$ cat src/rtl/uart8_tx_arbiter.sv
// Round-robin scheduler sharing one Uart8 transmit channel among NUM_REQ
// byte producers, with an optional channel tag byte ahead of every data byte.
//
// Ports:
//   clk, rstN              board clock, asynchronous active-low reset
//   en                     arbitration enable (a frame in progress always completes)
//   reqValid/reqData       per-requester byte offer, byte i at reqData[8i+7:8i]
//   reqReady               one-cycle accept pulse to the granted requester
//   grantId                index of the requester currently or last served
//   active                 high while a transfer is in progress
//   errClr/timeoutErr      clear / sticky flag for a missing txBusy response
//   txEn/txStart/txData    Uart8 transmit controls
//   txBusy/txDone          Uart8 status (txDone is not used for sequencing)
module uart8_tx_arbiter #(
  parameter int unsigned NUM_REQ       = 4,
  parameter bit          TAG_ENABLE    = 1'b0,
  parameter logic [7:0]  TAG_BASE      = 8'h80,
  parameter int unsigned START_TIMEOUT = 65535
) (
  input  logic                 clk,
  input  logic                 rstN,
  input  logic                 en,
  input  logic [NUM_REQ-1:0]   reqValid,
  input  logic [8*NUM_REQ-1:0] reqData,
  output logic [NUM_REQ-1:0]   reqReady,
  output logic [2:0]           grantId,
  output logic                 active,
  input  logic                 errClr,
  output logic                 timeoutErr,
  output logic                 txEn,
  output logic                 txStart,
  output logic [7:0]           txData,
  input  logic                 txBusy,
  input  logic                 txDone
);

  localparam int unsigned IDX_W = (NUM_REQ > 1) ? $clog2(NUM_REQ) : 1;
  localparam int unsigned CNT_W = 17;
  localparam logic [CNT_W-1:0] CNT_TO  = CNT_W'(START_TIMEOUT);
  localparam logic [CNT_W-1:0] CNT_MAX = '1;

  typedef enum logic [1:0] {
    ST_IDLE,
    ST_START,
    ST_WAIT_DONE
  } state_e;

  state_e             state_q, state_d;
  logic [IDX_W-1:0]   ptr_q, ptr_d;
  logic [7:0]         data_q, data_d;
  logic               second_q, second_d;
  logic               start_q, start_d;
  logic [7:0]         txdata_q, txdata_d;
  logic [2:0]         grant_q, grant_d;
  logic [NUM_REQ-1:0] ready_q, ready_d;
  logic               err_q, err_d;
  logic [CNT_W-1:0]   cnt_q, cnt_d;

  logic               found_c;
  logic [IDX_W-1:0]   gidx_c;
  logic [IDX_W-1:0]   cand_c;
  logic [7:0]         req_byte_c [NUM_REQ];

  // txDone is monitored only; completion is taken from the txBusy fall.
  logic unused_tx_done;
  assign unused_tx_done = txDone;

  // Unpack the flat data bus into one byte per requester.
  for (genvar i = 0; i < NUM_REQ; i++) begin : g_bytes
    assign req_byte_c[i] = reqData[8*i +: 8];
  end

  // First valid requester at or above the pointer, wrapping modulo NUM_REQ.
  always_comb begin : grant_search
    found_c = 1'b0;
    gidx_c  = '0;
    cand_c  = '0;
    for (int unsigned k = 0; k < NUM_REQ; k++) begin
      cand_c = IDX_W'((32'(ptr_q) + k) % NUM_REQ);
      if (!found_c && reqValid[cand_c]) begin
        found_c = 1'b1;
        gidx_c  = cand_c;
      end
    end
  end

  // Next-state and registered-output logic.
  always_comb begin : next_state
    state_d  = state_q;
    ptr_d    = ptr_q;
    data_d   = data_q;
    second_d = second_q;
    start_d  = start_q;
    txdata_d = txdata_q;
    grant_d  = grant_q;
    ready_d  = '0;
    err_d    = err_q & ~errClr;
    cnt_d    = cnt_q;

    unique case (state_q)
      ST_IDLE: begin
        if (en && found_c) begin
          ready_d[gidx_c] = 1'b1;
          data_d          = req_byte_c[gidx_c];
          grant_d         = 3'(gidx_c);
          ptr_d           = IDX_W'((32'(gidx_c) + 32'd1) % NUM_REQ);
          txdata_d        = TAG_ENABLE ? 8'(TAG_BASE + 8'(gidx_c)) : req_byte_c[gidx_c];
          second_d        = 1'b0;
          start_d         = 1'b1;
          cnt_d           = CNT_W'(1);
          state_d         = ST_START;
        end
      end

      // cnt_q holds the number of cycles txStart has been high so far.
      ST_START: begin
        if (txBusy) begin
          start_d = 1'b0;
          state_d = ST_WAIT_DONE;
        end else if (cnt_q >= CNT_TO) begin
          start_d = 1'b0;
          err_d   = 1'b1;
          state_d = ST_IDLE;
        end else if (cnt_q != CNT_MAX) begin
          cnt_d = cnt_q + CNT_W'(1);
        end
      end

      ST_WAIT_DONE: begin
        if (!txBusy) begin
          if (TAG_ENABLE && !second_q) begin
            txdata_d = data_q;
            second_d = 1'b1;
            start_d  = 1'b1;
            cnt_d    = CNT_W'(1);
            state_d  = ST_START;
          end else begin
            state_d = ST_IDLE;
          end
        end
      end

      default: begin
        start_d = 1'b0;
        state_d = ST_IDLE;
      end
    endcase
  end

  // State and output registers.
  always_ff @(posedge clk or negedge rstN) begin : regs
    if (!rstN) begin
      state_q  <= ST_IDLE;
      ptr_q    <= '0;
      data_q   <= '0;
      second_q <= 1'b0;
      start_q  <= 1'b0;
      txdata_q <= '0;
      grant_q  <= '0;
      ready_q  <= '0;
      err_q    <= 1'b0;
      cnt_q    <= '0;
    end else begin
      state_q  <= state_d;
      ptr_q    <= ptr_d;
      data_q   <= data_d;
      second_q <= second_d;
      start_q  <= start_d;
      txdata_q <= txdata_d;
      grant_q  <= grant_d;
      ready_q  <= ready_d;
      err_q    <= err_d;
      cnt_q    <= cnt_d;
    end
  end

  assign reqReady   = ready_q;
  assign grantId    = grant_q;
  assign active     = (state_q != ST_IDLE);
  assign timeoutErr = err_q;
  assign txStart    = start_q;
  assign txData     = txdata_q;
  // Enable stays up while a frame is in progress even if en has dropped.
  assign txEn       = en | active;

endmodule

$ cat config.mk
export PLATFORM = sky130hd
export DESIGN_NAME = uart8_tx_arbiter
export DESIGN_NICKNAME = d
export VERILOG_FILES = /design/src/rtl/uart8_tx_arbiter.sv
export SDC_FILE = /design/constraint.sdc
export NUM_CORES = 1
export LEC_CHECK = 0
export CAP_MARGIN = 30
export CORE_MARGIN = 3
export CORE_UTILIZATION = 45
export CTS_BUF_LIST = sky130_fd_sc_hd__clkbuf_16
export CTS_CLUSTER_SIZE = 14
export DETAILED_ROUTE_END_ITERATION = 8
export GPL_ROUTABILITY_DRIVEN = 0
export PLACE_DENSITY = 0.82
export REMOVE_ABC_BUFFERS = 1
export SLEW_MARGIN = 20
export SYNTH_ARGS = -nofsm -noshare
export SYNTH_HDL_FRONTEND = slang
export SYNTH_SLANG_ARGS = --single-unit
$ cat constraint.sdc
create_clock -name clk -period 4.8 [get_ports clk]
set_input_delay 0.96 -clock clk [delete_from_list [all_inputs] [get_ports clk]]
set_output_delay 0.96 -clock clk [all_outputs]
set_load 0.02 [all_outputs]
==> results of run 1 <==
-- per-stage QoR --
step,power (mW),cells,util (%),hold slack [ps]
detailed placement,1.09,336,59.7,469
global placement,1.07,336,59.7,462
floorplan,0.838,210,-,467
global route,1.48,343,62.5,502
finish,1.38,343,62.5,478
CTS,1.40,343,62.5,482
-- final cells by class --
type                            count  area share [%]
Multi-Input combinational cell    164            40.3
Inverter                            9            2.01
Clock buffer                        5            4.19
Tap cell                           67            2.80
Timing Repair Buffer               59            19.5
Clock inverter                      2           0.251
Sequential cell                    37            31.0
-- logic make-up after synthesis --
family | count (synthesis) | share of synthesized area, %
AND/OR/NAND/NOR | 84 | 19.9
AO/OA/AOI/OAI | 50 | 20.4
flip-flops | 37 | 41.0
buffers and inverters | 18 | 5.60
XOR/XNOR | 12 | 4.66
multiplexers | 10 | 4.44
adder cells (fa/ha/maj) | 7 | 3.88
other | 1 | 0.166
-- power groups by stage --
stage               Clock (mW)  Combinational [mW]  Sequential (mW)
global route             0.326               0.678            0.473
CTS                      0.310               0.627            0.461
finish                   0.301               0.619            0.461
floorplan                    0               0.319            0.520
detailed placement           0               0.623            0.464
global placement             0               0.610            0.462
-- sequential cells by signal, summed over array words and instances, names as in the netlist --
register    count
timeoutErr      1
ptr_q           2
grantId         2
cnt_q          17
txStart         1
txData          8
state_q         2
reqReady        4
-- worst paths after layout --
kind	start	to	slack, ps	cells after the start
min in group asynchronous	rstN	cnt_q[5]$_DFFE_PN0P_	780	1
max in group asynchronous	rstN	cnt_q[0]$_DFFE_PN0P_	3510	1
worst max register to register	cnt_q[0]$_DFFE_PN0P_	cnt_q[10]$_DFFE_PN0P_	2220	9
worst max-delay path	en	txEn	1530	3
worst min-delay path	grantId[1]$_DFFE_PN0P_	grantId[1]$_DFFE_PN0P_	480	1
worst min register to register	grantId[1]$_DFFE_PN0P_	grantId[1]$_DFFE_PN0P_	480	1
-- worst register-to-register path, cell delays in order, from the launching register on --
cell,delay [ps]
sky130_fd_sc_hd__dfrtp_1,400
sky130_fd_sc_hd__ha_1,230
sky130_fd_sc_hd__and2_1,170
sky130_fd_sc_hd__and2_1,160
sky130_fd_sc_hd__ha_1,200
sky130_fd_sc_hd__nor3_1,300
sky130_fd_sc_hd__nand4_1,290
sky130_fd_sc_hd__a2111oi_2,490
sky130_fd_sc_hd__xnor2_1,180
sky130_fd_sc_hd__nor2_1,60
-- layer usage --
layer	global-route usage, %	vias to the layer above	wire length, um
li1	-	895	-
met1	20.0	876	2000
met2	30.6	63	2350
met3	7.16	7	429
met4	5.25	0	60
met5	0	-	0
-- cell usage in the layout (no fill, tap or decap), types with 2 or more instances in the layout --
cell,count
sky130_fd_sc_hd__nor3_1,6
sky130_fd_sc_hd__a21boi_0,8
sky130_fd_sc_hd__a21o_1,2
sky130_fd_sc_hd__xnor2_1,12
sky130_fd_sc_hd__nor4_2,3
sky130_fd_sc_hd__and2_1,6
sky130_fd_sc_hd__ha_1,7
sky130_fd_sc_hd__o21ai_0,4
sky130_fd_sc_hd__a2111oi_2,9
sky130_fd_sc_hd__inv_1,9
sky130_fd_sc_hd__or2_1,3
sky130_fd_sc_hd__o22ai_1,2
sky130_fd_sc_hd__nand2_1,16
sky130_fd_sc_hd__or3_1,2
sky130_fd_sc_hd__nand3_1,7
sky130_fd_sc_hd__nor2_1,29
sky130_fd_sc_hd__nand4_1,3
sky130_fd_sc_hd__dfrtp_1,37
sky130_fd_sc_hd__a21oi_1,7
sky130_fd_sc_hd__clkdlybuf4s50_1,57
sky130_fd_sc_hd__mux2i_1,10
sky130_fd_sc_hd__clkbuf_16,5
sky130_fd_sc_hd__a211oi_1,10
==> metrics.csv, run 1 <==
metric,value,unit
yosys_register_bits,37,
clk_pin_slew_worst_paths,50,ps
cp_top_delay_family,buffers and inverters,
slew_viol_final,0,
grt.overflow.total,0,
pwr-share-seq,33.4,%
insertion_delay,280,ps
regArea,926,um^2
async_flop_share,100,%
clk_path_buf_depth,2,
cts_repair_resize_count,0,
io_buffer_count,58,
antenna_found_initial,0,
power_density,462,mW/mm^2
netlist-cell-type-count,45,
power.switching_fraction,38.0,%
max_freq,0.306,GHz
route.vias.total,1841,
clkSinkCount,37,
avgRoutedWirePerCell,14.1,um
critical_path.most_common_cell,sky130_fd_sc_hd__clkdlybuf4s50_1,
post-cts-setup-buffers,0,
switchingPower,0.524,mW
critical-path-max-stage-delay,540,ps
class_of_the_worst_hold_path,flop to flop,
vias_in_the_first_global_route,1895,
critical_path.max_fanout,2,
drt_pre_antenna_iters,4,
postRouteAntennaNets,0,
setup.worst_path.end_class,output pin,
stdcell_area,0.00299,mm^2
grt_max_degree,38,
final_layout_size_suffix_gt1_share,11.2,%
initial_core_util,47.1,%
rsz0062_at_grt,false,
ys.flop_type,sky130_fd_sc_hd__dfrtp_1,
slew_headroom,45.9,%
die_area,0.00590,mm^2
cts_root_buffer,sky130_fd_sc_hd__clkbuf_16,
place_worst_setup_slack,1520,ps
tightestPinTransition,812,ps
internal_power_contribution,0.856,mW
fp-row-count,25,
overall_routing_resource_usage,17.7,%
syn_area_per_cell,10.3,um^2
postSynthCellCount,219,
grt_pass1_wl,8.50,mm
chipHeight,76.8,um
io_pins,61,
worstSetupPathType,input port to output pin,
worst_ir_drop_vdd,267,uV
finish.net_count,325,
comb_power_share,44.8,%
synth_edf_count,0,
tritoncts_buffers,5,
n_fill_cell,406,
clock_power_share,21.8,%
clock_tree_from_tritoncts,built,
placedInstanceArea,0.00286,mm^2
drv_cap,0,
outcome,completed,
mappedNetlistArea,0.00226,mm^2
synth_most_common_cell,sky130_fd_sc_hd__dfrtp_1,
htreeDepth,2,
wirelength,4.84,mm
worstPathBufferInverterCount,2,
synth_sequential_area_ratio,41.0,%
crit_chain,clkdlybuf4s50_1 > or3_1 > clkdlybuf4s50_1,
multi_input_area,0.00120,mm^2
top_area_cell_type_share_of_the_netlist_area,41.0,%
final.setup.tns,0,ps
cpMaxStageDelayCell,sky130_fd_sc_hd__clkdlybuf4s50_1,
setup_viol_count_final,0,
final_min_period_over_clock_period,68.2,%
crit_required,3840,ps
growth_of_design_area_from_synthesis_to_finish,32.5,%
dr.first_iter.drc_count,153,
die_w,76.8,um
hold_buffers,0,
timing.final.hold_violations,0,
coreArea,0.00479,mm^2
static-leakage-power,1.20,nW
crit_arrival,2310,ps
remaining_drc_errors,0,
final_critical_path_setup_slack,1530,ps
largest_clock_skew_in_the_final_design,3.73,ps
n_antenna_cell,0,
synthesis.yosys.warnings,0,
ratio_of_routed_vias_to_standard_cells,5.37,
worst_setup_path_start_kind,input port,
dpl.hpwl,3.51,mm
post_synth_main_area_contributors,"sky130_fd_sc_hd__dfrtp_1, sky130_fd_sc_hd__a2111oi_2, sky130_fd_sc_hd__nor2_1",
synth_area_leader_cell,sky130_fd_sc_hd__dfrtp_1,
ys_top_cells_by_count,"sky130_fd_sc_hd__dfrtp_1, sky130_fd_sc_hd__nor2_1, sky130_fd_sc_hd__nand2_1",
post-route-min-period,3270,ps
No activity file was read; power rests on OpenSTA's default activity.
==> inputs of run 2 (changes only) <==
CORE_UTILIZATION = 44   (was 45)
PLACE_DENSITY = 0.84   (was 0.82)
clock period = 3 ns   (was 4.8 ns; I/O delays follow)
==> run 2 against run 1 <==
Via count down 0.33%; die area up 2.1%; critical endpoint is now cnt_q[10]$_DFFE_PN0P_; first-iteration DRC count down 5.2%; clock-buffer cell count unchanged; largest cell class unchanged; final area up 2.2%; core utilization up 0.54 points; critical path type is now flop to flop; flip-flop and latch count unchanged; sequential power up 61%; global-route usage down 0.38 points.
==> metrics.csv, run 2 (same netlist as run 1, synthesis figures left out) <==
metric,value,unit
setup_viol_count_final,0,
regArea,926,um^2
grt_max_degree,38,
clkSinkCount,37,
postLayoutCoreUtil,63.0,%
rsz0062_at_grt,false,
setup.worst_path.end_class,flop,
drt_pre_antenna_iters,4,
io_pins,61,
finish.net_count,326,
cts_repair_resize_count,0,
worstSetupPathType,flop to flop,
multi_input_area,0.00120,mm^2
final_layout_size_suffix_gt1_share,12.6,%
stdcell_count,345,
timing.final.hold_violations,0,
final_min_period_over_clock_period,87.2,%
static-leakage-power,1.23,nW
ff2ff_path_depth,9,
n_fill_cell,400,
vias_in_the_first_global_route,1895,
commonest_non_fill_non_tap_cells_in_the_layout,"sky130_fd_sc_hd__clkdlybuf4s50_1, sky130_fd_sc_hd__dfrtp_1, sky130_fd_sc_hd__nor2_1",
ratio_of_routed_vias_to_standard_cells,5.32,
slew_headroom,47.0,%
post-route-min-period,2620,ps
worst_ir_drop_vdd,440,uV
die_area,0.00602,mm^2
largest_clock_skew_in_the_final_design,4.59,ps
power_density,786,mW/mm^2
worst_setup_path_start_kind,flop,
growth_of_design_area_from_synthesis_to_finish,35.4,%
tritoncts_buffers,5,
clock_tree_from_tritoncts,built,
n_antenna_cell,0,
grt_pass1_wl,8.38,mm
initial_core_util,46.5,%
htreeDepth,2,
max_freq,0.382,GHz
postRouteAntennaNets,0,
wirelength,4.81,mm
remaining_drc_errors,0,
dr.first_iter.drc_count,145,
die_w,77.6,um
insertion_delay,280,ps
outcome,completed,
io_buffer_count,58,
tightestPinTransition,794,ps
largest_register_ffs,17,
class_of_the_worst_hold_path,input port to async pin,
post-cts-setup-buffers,0,
antenna_found_initial,0,
crit_arrival,2770,ps
final.setup.tns,0,ps
fp-row-count,25,
critical_path.max_fanout,4,
crit_required,3160,ps
coreArea,0.00485,mm^2
cts_root_buffer,sky130_fd_sc_hd__clkbuf_16,
mostFrequentLayoutCell,sky130_fd_sc_hd__clkdlybuf4s50_1,
clk_path_buf_depth,2,
route.vias.total,1835,
slew_viol_final,0,
placed_cells,337,
drv_cap,0,
clk_pin_slew_worst_paths,60,ps
hold_buffers,0,
registers.top_by_ff_count,cnt_q,
grt.overflow.total,0,
chipHeight,77.6,um
dpl.hpwl,3.54,mm
avgRoutedWirePerCell,13.9,um
overall_routing_resource_usage,17.3,%
## run 2: cell types whose count changed in the layout (fill, tap and decap cells not counted)
cell | previous run | this run
sky130_fd_sc_hd__bufinv_16 | 0 | 2
sky130_fd_sc_hd__buf_4 | 1 | 2
sky130_fd_sc_hd__clkinv_1 | 1 | 0
sky130_fd_sc_hd__clkinv_2 | 0 | 1
sky130_fd_sc_hd__inv_1 | 9 | 8
## run 2: stage by stage
| step | power, mW | instance area, um^2 | hold WS, ps | worst slack (ps) |
|---|---|---|---|---|
| 2_1_floorplan | 1.34 | 2190 | 304 | 668 |
| 3_3_place_gp | 1.72 | 2860 | 466 | 445 |
| 3_5_place_dp | 1.75 | 2860 | 477 | 451 |
| 4_1_cts | 2.43 | 3050 | 444 | 406 |
| 5_1_grt | 2.55 | 3050 | 485 | 171 |
| 6_report | 2.40 | 3050 | 408 | 383 |
## run 2: final timing paths
path	start	to	slack, ps
max in group asynchronous	rstN	cnt_q[12]$_DFFE_PN0P_	2090
min in group clk	grantId[0]$_DFFE_PN0P_	grantId[0]$_DFFE_PN0P_	490
worst min-delay path	rstN	cnt_q[14]$_DFFE_PN0P_	410
worst max register to register	cnt_q[0]$_DFFE_PN0P_	cnt_q[10]$_DFFE_PN0P_	380
worst max-delay path	cnt_q[0]$_DFFE_PN0P_	cnt_q[10]$_DFFE_PN0P_	380
worst min register to register	grantId[0]$_DFFE_PN0P_	grantId[0]$_DFFE_PN0P_	490
## run 2: worst max-delay path, cell delays in order (launching register included)
cell	delay, ps
sky130_fd_sc_hd__dfrtp_1	410
sky130_fd_sc_hd__ha_1	230
sky130_fd_sc_hd__and2_1	160
sky130_fd_sc_hd__and2_1	160
sky130_fd_sc_hd__ha_1	200
sky130_fd_sc_hd__nor3_1	340
sky130_fd_sc_hd__nand4_1	310
sky130_fd_sc_hd__a2111oi_2	470
sky130_fd_sc_hd__xnor2_1	160
sky130_fd_sc_hd__nor2_1	50
## run 2: per-layer routing
| layer | vias up | routed length [um] | track usage (%) |
|---|---|---|---|
| met5 | - | 0 | 0 |
| met4 | 0 | 63 | 6.94 |
| met3 | 7 | 361 | 6.15 |
| met2 | 62 | 2470 | 29.5 |
| met1 | 868 | 1910 | 19.7 |
| li1 | 898 | - | - |
## run 2: cell type report
cell class / instances / area share, %
flip-flops and latches: 37 / 30.3
inverters: 9 / 1.97
repair buffers: 60 / 19.3
clock buffers: 5 / 4.10
multi-input cells: 164 / 39.4
clock inverters: 3 / 2.13
well taps: 67 / 2.74
## run 2: power by group
group          switching, mW  internal (mW)  total [mW]  leakage [nW]
registers              0.109          0.632       0.741         0.475
clock network          0.194          0.474       0.669        0.0938
logic                  0.544          0.447       0.992         0.663
==> inputs of run 3 (changes only) <==
CORE_UTILIZATION = 45   (was 44)
DONT_BUFFER_PORTS = 1   (was default)
PLACE_DENSITY = 0.67   (was 0.84)
clock period = 2.8 ns   (was 3 ns; I/O delays follow)
==> run 3 against run 2 <==
Die area down 2.1%; critical endpoint unchanged; hold slack worse by 300 ps; global-route usage down 0.49 points; fmax up 6.9%; highest routed layer unchanged; clock-buffer cell count unchanged; largest power group is now sequential cells; critical path depth unchanged; sequential share of layout area up 7.4 points; final area down 20%.
==> metrics.csv, run 3 (same netlist as run 1, synthesis figures left out) <==
metric,value,unit
final.setup.tns,0,ps
postRouteAntennaNets,0,
die_w,76.8,um
crit_arrival,2600,ps
max_freq,0.408,GHz
clkSinkCount,37,
insertion_delay,280,ps
registers.top_by_ff_count,cnt_q,
antenna_found_initial,0,
power_density,874,mW/mm^2
post-route-min-period,2450,ps
io_pins,61,
commonest_non_fill_non_tap_cells_in_the_layout,"sky130_fd_sc_hd__dfrtp_1, sky130_fd_sc_hd__nor2_1, sky130_fd_sc_hd__nand2_1",
tritoncts_buffers,5,
dpl.hpwl,3.08,mm
outcome,completed,
drv_cap,0,
post-cts-setup-buffers,0,
crit_required,2950,ps
wirelength,4.47,mm
growth_of_design_area_from_synthesis_to_finish,8.87,%
fp-row-count,25,
overall_routing_resource_usage,16.8,%
setup_viol_count_final,0,
clk_path_buf_depth,2,
chipHeight,76.8,um
route.vias.total,1620,
drt_pre_antenna_iters,4,
htreeDepth,2,
grt_max_degree,38,
class_of_the_worst_hold_path,input port to async pin,
place_worst_setup_slack,295,ps
avgRoutedWirePerCell,15.5,um
rsz0062_at_grt,false,
remaining_drc_errors,0,
slew_viol_final,0,
worstSetupPathType,flop to flop,
critical_path.max_fanout,4,
largest_clock_skew_in_the_final_design,6.41,ps
worst_setup_path_start_kind,flop,
final_critical_path_setup_slack,351,ps
io_buffer_count,0,
vias_in_the_first_global_route,1679,
die_area,0.00590,mm^2
n_antenna_cell,0,
clk_pin_slew_worst_paths,60,ps
tightestPinTransition,608,ps
static-leakage-power,0.994,nW
ratio_of_routed_vias_to_standard_cells,5.63,
n_fill_cell,461,
initial_core_util,47.1,%
postLayoutCoreUtil,51.3,%
largest_register_ffs,17,
worst_ir_drop_vdd,492,uV
timing.final.hold_violations,0,
setup.worst_path.end_class,flop,
mostFrequentLayoutCell,sky130_fd_sc_hd__dfrtp_1,
grt_pass1_wl,8.07,mm
clock_tree_from_tritoncts,built,
slew_headroom,59.3,%
final_min_period_over_clock_period,87.5,%
dr.first_iter.drc_count,141,
final_layout_size_suffix_gt1_share,15.8,%
cts_root_buffer,sky130_fd_sc_hd__clkbuf_16,
grt.overflow.total,0,
finish.net_count,269,
coreArea,0.00479,mm^2
-- run 3: stage by stage --
stage	total power [mW]	hold WS (ps)	instance area (um^2)	cells
3_5_place_dp	1.60	266	2290	279
5_1_grt	2.31	123	2460	288
6_report	2.15	105	2460	288
2_1_floorplan	1.44	264	2190	210
4_1_cts	2.17	117	2450	288
3_3_place_gp	1.58	266	2290	279
-- run 3: cell type report --
cell class                 instances  area (um^2)  area share, %
tap                               67         83.8           3.41
timing repair buffer               3         35.0           1.43
multi-input combinational        164         1210           49.2
clock buffer                       5          125           5.09
sequential                        37          926           37.7
clock inverter                     3         17.5          0.713
inverter                           9         60.1           2.45
-- run 3: what timing repair did --
item | in CTS | in global routing
setup endpoints to repair | 0 | 1
hold endpoints to repair | 37 | 0
resized for setup | 0 | 1
hold buffers | 1 | 0
-- run 3: final timing paths --
check	from	slack, ps	cells past startpoint	end
worst max-delay path	cnt_q[0]$_DFFE_PN0P_	350	9	cnt_q[10]$_DFFE_PN0P_
worst max register to register	cnt_q[0]$_DFFE_PN0P_	350	9	cnt_q[10]$_DFFE_PN0P_
worst min-delay path	rstN	110	1	cnt_q[14]$_DFFE_PN0P_
worst min register to register	cnt_q[15]$_DFFE_PN0P_	510	2	cnt_q[15]$_DFFE_PN0P_
min in group clk	errClr	370	1	timeoutErr$_DFF_PN0_
max in group asynchronous	rstN	2490	1	cnt_q[12]$_DFFE_PN0P_
-- run 3: where the power goes --
| group | switching [mW] | internal (mW) | leakage (nW) |
|---|---|---|---|
| clock network | 0.220 | 0.326 | 0.0712 |
| logic | 0.412 | 0.265 | 0.448 |
| registers | 0.248 | 0.676 | 0.475 |
| total | 0.880 | 1.27 | 0.994 |
-- run 3: metal layers --
layer	up-vias	GRT usage, %	share of wire (%)
li1	785	-	-
met1	779	21.6	44
met2	49	26.8	47
met3	7	5.28	7.3
met4	0	5.80	1.5
met5	-	0	0
-- run 3: worst max-delay path: stages (launching register included) --
cell	delay (ps)
sky130_fd_sc_hd__dfrtp_1	410
sky130_fd_sc_hd__ha_1	240
sky130_fd_sc_hd__and2_1	170
sky130_fd_sc_hd__and2_1	160
sky130_fd_sc_hd__ha_1	200
sky130_fd_sc_hd__nor3_2	230
sky130_fd_sc_hd__nand4_1	270
sky130_fd_sc_hd__a2111oi_2	440
sky130_fd_sc_hd__xnor2_1	160
sky130_fd_sc_hd__nor2_1	50
